## config.mk

```make
export PLATFORM = sky130hd
export DESIGN_NAME = ddr2_controller_dmaster_p2b_encoder
export DESIGN_NICKNAME = d
export VERILOG_FILES = /design/src/rtl/ddr2_controller_dmaster_pkg.sv /design/src/rtl/ddr2_controller_dmaster_p2b_encoder.sv
export SDC_FILE = /design/constraint.sdc
export NUM_CORES = 1
export LEC_CHECK = 0
export ABC_AREA = 1
export ABC_CLOCK_PERIOD_IN_PS = 2200
export BUFFER_PORTS_ARGS = -buffer_cell sky130_fd_sc_hd__buf_2
export CORE_ASPECT_RATIO = 1.75
export CORE_MARGIN = 2
export CORE_UTILIZATION = 25
export CTS_CLUSTER_SIZE = 28
export DETAILED_ROUTE_END_ITERATION = 6
export GPL_TIMING_DRIVEN = 0
export HOLD_SLACK_MARGIN = 0.1
export PLACE_DENSITY_LB_ADDON = 0.25
export SLEW_MARGIN = 0
export SYNTH_ARGS = -nofsm -noshare
export SYNTH_HDL_FRONTEND = slang
export SYNTH_SLANG_ARGS = --single-unit
export TNS_END_PERCENT = 20
```

## constraint.sdc

```tcl
create_clock -name clk -period 2.2 [get_ports clk]
set_input_delay 0.44 -clock clk [delete_from_list [all_inputs] [get_ports clk]]
set_output_delay 0.44 -clock clk [all_outputs]
set_load 0.005 [all_outputs]
```

## src/rtl/ddr2_controller_dmaster_pkg.sv

```systemverilog
// Shared definitions for the dmaster packet-to-byte encoder: special byte
// values, the encoder sequencing enum, and the escape-decision helper.
// Latency: n/a (constants and a pure function). Backpressure: n/a.
package ddr2_controller_dmaster_pkg;

  localparam logic [7:0] SOP_CHAR     = 8'h7A;
  localparam logic [7:0] EOP_CHAR     = 8'h7B;
  localparam logic [7:0] CHANNEL_CHAR = 8'h7C;
  localparam logic [7:0] ESC_CHAR     = 8'h7D;
  localparam logic [7:0] ESC_XOR      = 8'h20;

  // Each state names the item that will be loaded into the output register
  // on the next advance; IDLE means the holding register is empty.
  typedef enum logic [2:0] {
    ST_IDLE,
    ST_CH_MARK,
    ST_CH_ESC,
    ST_CH_VAL,
    ST_SOP,
    ST_EOP,
    ST_D_ESC,
    ST_DATA
  } enc_state_t;

  // Bytes in the marker range must be escaped wherever they appear as data.
  function automatic logic is_special(input logic [7:0] b);
    return (b >= 8'h7A) && (b <= 8'h7D);
  endfunction

endpackage

```

## src/rtl/ddr2_controller_dmaster_p2b_encoder.sv

```systemverilog
// Serialises an Avalon-ST packet stream (data/SOP/EOP/channel) into an escaped
// byte stream. Latency: first byte valid 1 clk after the beat is accepted.
// Backpressure: output register holds while out_valid && !out_ready; in_ready
// is high when the holding register is empty or its DATA byte loads this cycle.
// Ports: clk/reset (async, active-high); in_* upstream beat with in_ready;
// out_valid/out_data registered encoded byte with out_ready.
module ddr2_controller_dmaster_p2b_encoder
  import ddr2_controller_dmaster_pkg::*;
#(
  parameter int CHANNEL_WIDTH = 8
) (
  input  logic                     clk,
  input  logic                     reset,
  output logic                     in_ready,
  input  logic                     in_valid,
  input  logic [7:0]               in_data,
  input  logic                     in_startofpacket,
  input  logic                     in_endofpacket,
  input  logic [CHANNEL_WIDTH-1:0] in_channel,
  input  logic                     out_ready,
  output logic                     out_valid,
  output logic [7:0]               out_data
);

  enc_state_t state;
  enc_state_t first_item;
  enc_state_t after_item;

  logic [7:0] h_data;
  logic [7:0] h_ch;
  logic       h_sop;
  logic       h_eop;
  logic [7:0] last_ch;
  logic       ch_known;

  logic [7:0] in_ch_byte;
  logic [7:0] item_byte;
  logic       advance;
  logic       accept;

  // Narrow channels are zero-extended into the channel byte.
  always_comb begin
    in_ch_byte = '0;
    in_ch_byte[CHANNEL_WIDTH-1:0] = in_channel;
  end

  assign advance  = !out_valid || out_ready;
  // Accepting while the DATA byte loads keeps a plain payload stream at 1 byte/clk.
  assign in_ready = (state == ST_IDLE) || (advance && (state == ST_DATA));
  assign accept   = in_valid && in_ready;

  // First item of an incoming beat. ch_known/last_ch are settled here: a beat
  // is only accepted once the previous beat's channel value has been sent.
  always_comb begin
    if (in_startofpacket && (!ch_known || (in_ch_byte != last_ch)))
      first_item = ST_CH_MARK;
    else if (in_startofpacket)
      first_item = ST_SOP;
    else if (in_endofpacket)
      first_item = ST_EOP;
    else if (is_special(in_data))
      first_item = ST_D_ESC;
    else
      first_item = ST_DATA;
  end

  // Byte for the current item and the next required item after it.
  always_comb begin
    item_byte  = h_data;
    after_item = ST_IDLE;
    case (state)
      ST_CH_MARK: begin
        item_byte  = CHANNEL_CHAR;
        after_item = is_special(h_ch) ? ST_CH_ESC : ST_CH_VAL;
      end
      ST_CH_ESC: begin
        item_byte  = ESC_CHAR;
        after_item = ST_CH_VAL;
      end
      ST_CH_VAL: begin
        item_byte  = is_special(h_ch) ? (h_ch ^ ESC_XOR) : h_ch;
        after_item = ST_SOP;  // a channel header only ever precedes an SOP
      end
      ST_SOP: begin
        item_byte  = SOP_CHAR;
        after_item = h_eop ? ST_EOP : (is_special(h_data) ? ST_D_ESC : ST_DATA);
      end
      ST_EOP: begin
        item_byte  = EOP_CHAR;
        after_item = is_special(h_data) ? ST_D_ESC : ST_DATA;
      end
      ST_D_ESC: begin
        item_byte  = ESC_CHAR;
        after_item = ST_DATA;
      end
      ST_DATA: begin
        item_byte  = is_special(h_data) ? (h_data ^ ESC_XOR) : h_data;
        after_item = ST_IDLE;
      end
      default: begin
        item_byte  = h_data;
        after_item = ST_IDLE;
      end
    endcase
  end

  always_ff @(posedge clk or posedge reset) begin
    if (reset) begin
      state     <= ST_IDLE;
      out_valid <= 1'b0;
      out_data  <= 8'h00;
      h_data    <= 8'h00;
      h_ch      <= 8'h00;
      h_sop     <= 1'b0;
      h_eop     <= 1'b0;
      last_ch   <= 8'h00;
      ch_known  <= 1'b0;
    end else begin
      if (advance) begin
        if (state != ST_IDLE) begin
          out_valid <= 1'b1;
          out_data  <= item_byte;
          state     <= after_item;
          if (state == ST_CH_VAL) begin
            last_ch  <= h_ch;
            ch_known <= 1'b1;
          end
        end else begin
          out_valid <= 1'b0;
        end
      end
      // A beat accepted alongside the DATA byte overrides the return to IDLE.
      if (accept) begin
        h_data <= in_data;
        h_ch   <= in_ch_byte;
        h_sop  <= in_startofpacket;
        h_eop  <= in_endofpacket;
        state  <= first_item;
      end
    end
  end

endmodule

```

; ---- Yosys cells after proc, flatten, opt, wreduce, memory -nomap -nowiden
; Index checks and enable logic that the tools add are counted.
[totals]
regBits = 38
latch_bits = 0
ramBits = 0
rom_bits = 0
in_bits = 22
output_inout_bits = 10
word_cells = 58
memories = 0
[op_classes]
addsub = 0
n_mul = 0
n_div = 0
order_cmp = 6
eq_ne = 8
shift = 0
mux = 15
n_bitwise = 2
reduce_logical = 19
[ops]
columns = operator, count
row1 = case mux 8 bit (6 select lines), 1
row2 = greater-or-equal comparator 8 x 7 -> 1 bit (second input constant), 3
row3 = <= comparator 8 x 7 -> 1 bit (second input constant), 3
row4 = case mux 3 bit (6 select lines), 1
row5 = 2-to-1 mux 3 bit, 5
row6 = == test 3 bit (second input constant), 4
row7 = 2-to-1 mux 6 bit, 2
row8 = inequality test 8 bit, 1
row9 = == test 3 x 2 -> 1 bit (second input constant), 2
row10 = logical AND 1 bit, 6
row11 = 2-to-1 mux 1 bit, 4
row12 = 2-to-1 mux 2 bit, 2
row13 = AND reduction 2 bit, 2
row14 = nonzero test 2 bit, 2
row15 = == test 3 x 1 -> 1 bit (second input constant), 1
row16 = logical NOT 3 bit, 1
row17 = logical OR 1 bit, 3
row18 = AND reduction 3 bit, 1
row19 = nonzero test 3 bit, 1
row20 = logical NOT 1 bit, 2
row21 = NOT 1 bit, 2
row22 = OR reduction 2 bit, 1

; ---- Depth between registers and ports, before layout
[logic_depth]
depth_word = 8
mapped_depth = 11
mapped_depth_nobuf = 11

; ---- Least setup slack after synthesis
; Ideal clock, no wire load.
[synth_timing]
kind = register to register
start = register state[2]
end = register state[2]
setup_time_ns = 0.124
t_arrival_ns = 1.227
required_ns = 2.076
setup_slack_ns = 0.849
path_stages_with_launch = 8
n_path_buf = 1
period_less_slack_ns = 1.351
path_cell_list = dfrtp_1 > inv_2 > buf_2 > nand2_4 > o21ai_2 > inv_2 > nor3_1 > a21oi_1
[synth_via]
elab_chain_len = 6
elab_cells_between_ends = 19
cone_classes = eq/ne: 7 / mux: 4 / reduce/logical: 8
[synth_lines]
columns = element, line_no
row1 = start: declaration, ddr2_controller_dmaster_p2b_encoder.sv:25  ; enc_state_t state;
row2 = start signal: assignment, ddr2_controller_dmaster_p2b_encoder.sv:123  ; state <= after_item;
row3 = start signal: assignment, ddr2_controller_dmaster_p2b_encoder.sv:138  ; state <= first_item;
row4 = branches (longest 6 deep; another with case mux 3 bit (6 select lines)), n/a
; Several ways; the timed one is not identified. The select of a mux whose other input is x is not followed.
; A chain may end at the register's enable or synchronous reset.

; ---- Final worst setup path
[layout_timing]
start = register state[2]
end = output in_ready
[layout_via]
elab_chain_len = 3
elab_cells_between_ends = 4
cone_classes = eq/ne: 1 / reduce/logical: 3
[layout_lines]
columns = element, line_no
row1 = == test 3 bit, ddr2_controller_dmaster_p2b_encoder.sv:49  ; assign in_ready = (state == ST_IDLE) || (advance && (state == ST_DATA));
row2 = logical AND 1 bit, ddr2_controller_dmaster_p2b_encoder.sv:49
row3 = logical OR 1 bit *, ddr2_controller_dmaster_p2b_encoder.sv:49
row4 = end: declaration, ddr2_controller_dmaster_p2b_encoder.sv:14  ; output logic in_ready,
; Every way passes the cells marked *; elsewhere a longest branch is shown, timed or not.

==> metrics.cfg <==
[status]
status=finished, final reports clean

[setup_path]
cp_data_required_time_ns=1.76
startpoint_type=flop
arrival_ns=1.41
critPathMaxStageDelay_ns=0.45
cp_slowest_cell=dfrtp_1
crit_chain=inv_2, buf_2, nand2_4, nand2_4, buf_2
critPathMaxFanout=10
crit_type=reg2out
end_kind=primary output
crit_family=buffers and inverters
path_buf_inv=3

[cts]
cts-resized-gates=0
htree_levels=2
post_cts_buffers=0
cts_root_buffer=clkbuf_16
cts_sinks=38
cts_tree=built
clock_latency_ns=0.28
cts_hold_buf=0
numCtsBuffers=5
cts_buffer_depth=2
clk_pin_slew_ns=0.06

[cells_and_area]
drive_gt1_share_pct=21.65
diodes=0
syn2layout_area_growth_pct=22.61
nets=312

[logic_synthesis]
avgSynthCellArea_um2=7.641
synth_warnings=0
synth_top_cell_area_share_pct=49.38
synth.distinct_cells=25
synth_top_cell_by_area=dfrtp_1
syn_nets=274
ys_seq_elements=38
syn_inst=252
ys_top_cells_by_area=dfrtp_1 49%, nand2_1 16%, nor2_1 5.5%, inv_1 5.1%, o21ai_1 4.4%
synthesis.area_um2=1926
seq_area_frac_synth_pct=49.38

[global_routing]
grt_use_total_pct=12.26
grt_pass1_vias=1723
grt_max_degree=39
grt.overflow.total=0
grt_pass1_wl_um=7879
grt_antenna_before_repair=0

[timing]
drv_slew=0
setup-tns-final_ns=0
rsz0062_at_grt=no
period_share_pct=84.12
layout_setup_ws_ns=0.3494
skew_ns=0.004892
fin_crit_ns=1.851
hold_viol_final=0
finalSetupViolCount=0
tightestPinTransition_ns=0.7977
fmax_mhz=540.4
slew_headroom_pct=46.74
whs_ns=0.3030

[floorplan]
num_io_pins=32
die_area_um2=8448
coreArea_um2=7515
rows=42
fp.dieH_um=120.1
die_w_um=70.34
start_util_pct=25.62

[routing]
routed_wl_um=4791
vias_per_cell=4.475
wire_per_inst_um=12.64
drtIter0Drc=35
via_count=1696
first_pass_iters=4
drc=0
antenna_left=0

[placed_design]
dp_slack_ns=0.6261
portBuffers=31
place_hpwl_um=3831
gp_congestion=0.9043

[min_path]
hold_path_class=in2async

[run]
cap_violations=0

[power]
p_per_area_nw_per_um2=1394
p_leak_nw=1.187
ir_drop_mv=0.3897

placed cells by master (no fill, tap or decap), drive strengths merged, types with 5 or more instances in the layout:
| master | instances |
|---|---|
| inv | 32 |
| a31oi | 5 |
| buf | 37 |
| clkbuf | 5 |
| nor2 | 31 |
| a21oi | 8 |
| nand2 | 90 |
| o21ai | 24 |
| nand3 | 9 |
| dfrtp | 38 |
worst register-to-register path: cells and delay by family (launching register included):
kind / cells / cell delay [ns]
DFF: 1 / 0.45
AOI/OAI and AO/OA: 2 / 0.34
buffers and inverters: 3 / 0.42
and+or+nand+nor: 2 / 0.26
registers in the layout, indices dropped and copies added, names as in the netlist:
register and cells:
h_data 8, last_ch 8, out_data 8, ch_known 1, state 3, h_ch 8, out_valid 1, h_eop 1
per-layer routing:
metal | up-vias | global-route usage [%] | part of all wire, %
li1 | 869 | - | -
met1 | 766 | 11.82 | 37
met2 | 41 | 21.23 | 51
met3 | 20 | 3.023 | 4.3
met4 | 0 | 10.46 | 7.3
met5 | - | 0 | 0
per-stage QoR:
step	area, µm²	utilization (%)	std cells	total power [mW]
global placement	2191	29.15	371	2.482
finish	2361	31.42	379	3.290
global route	2361	31.42	379	3.567
detailed placement	2191	29.15	371	2.500
CTS	2361	31.42	379	3.344
floorplan	1926	-	252	2.113
report_power, final:
| part | switching (mW) | internal (mW) | total, mW |
|---|---|---|---|
| logic | 0.740 | 0.479 | 1.22 |
| registers | 0.241 | 1.01 | 1.25 |
| clock network | 0.289 | 0.534 | 0.823 |
cell usage after synthesis (all sizes together):
master  count
nand3       9
nand2      90
o211ai      1
o211a       1
xor2        1
inv        32
dfrtp      38
o21ai      24
nor2       31
a221oi      1
buf         6
xnor2       2
a31oi       5
nor3        1
nand4       2
a21oi       8
path summary, 6_finish.rpt:
path / slack (ns) / depth (start not counted) / from / end
min in group clk: 0.35 / 3 / in_data[0] / h_data[0]
setup reg to reg: 0.61 / 7 / state[2] / state[2]
hold / removal: 0.30 / 2 / reset / last_ch[6]
max in group asynchronous: 1.38 / 2 / reset / out_data[0]
hold reg to reg: 0.46 / 2 / ch_known / ch_known
setup / recovery: 0.35 / 5 / state[2] / in_ready
cell type report:
type	instances	area (µm²)
Buffer	6	43.79
Tap cell	88	110.1
Clock buffer	5	125.1
Clock inverter	3	45.04
Sequential cell	38	950.9
Inverter	32	120.1
Timing Repair Buffer	31	155.1
Fill cell	833	5154
Multi-Input combinational cell	176	810.8
logic make-up (layout without fill, tap and decap cells):
family / after synthesis / after routing / synth area share, %
AOI/OAI and AO/OA: 40 / 40 / 11.70
and+or+nand+nor: 133 / 133 / 29.04
DFF: 38 / 38 / 49.38
xor gates and xnor gates: 3 / 3 / 1.365
buffers and inverters: 38 / 77 / 8.512
No activity file was read; power rests on OpenSTA's default activity.
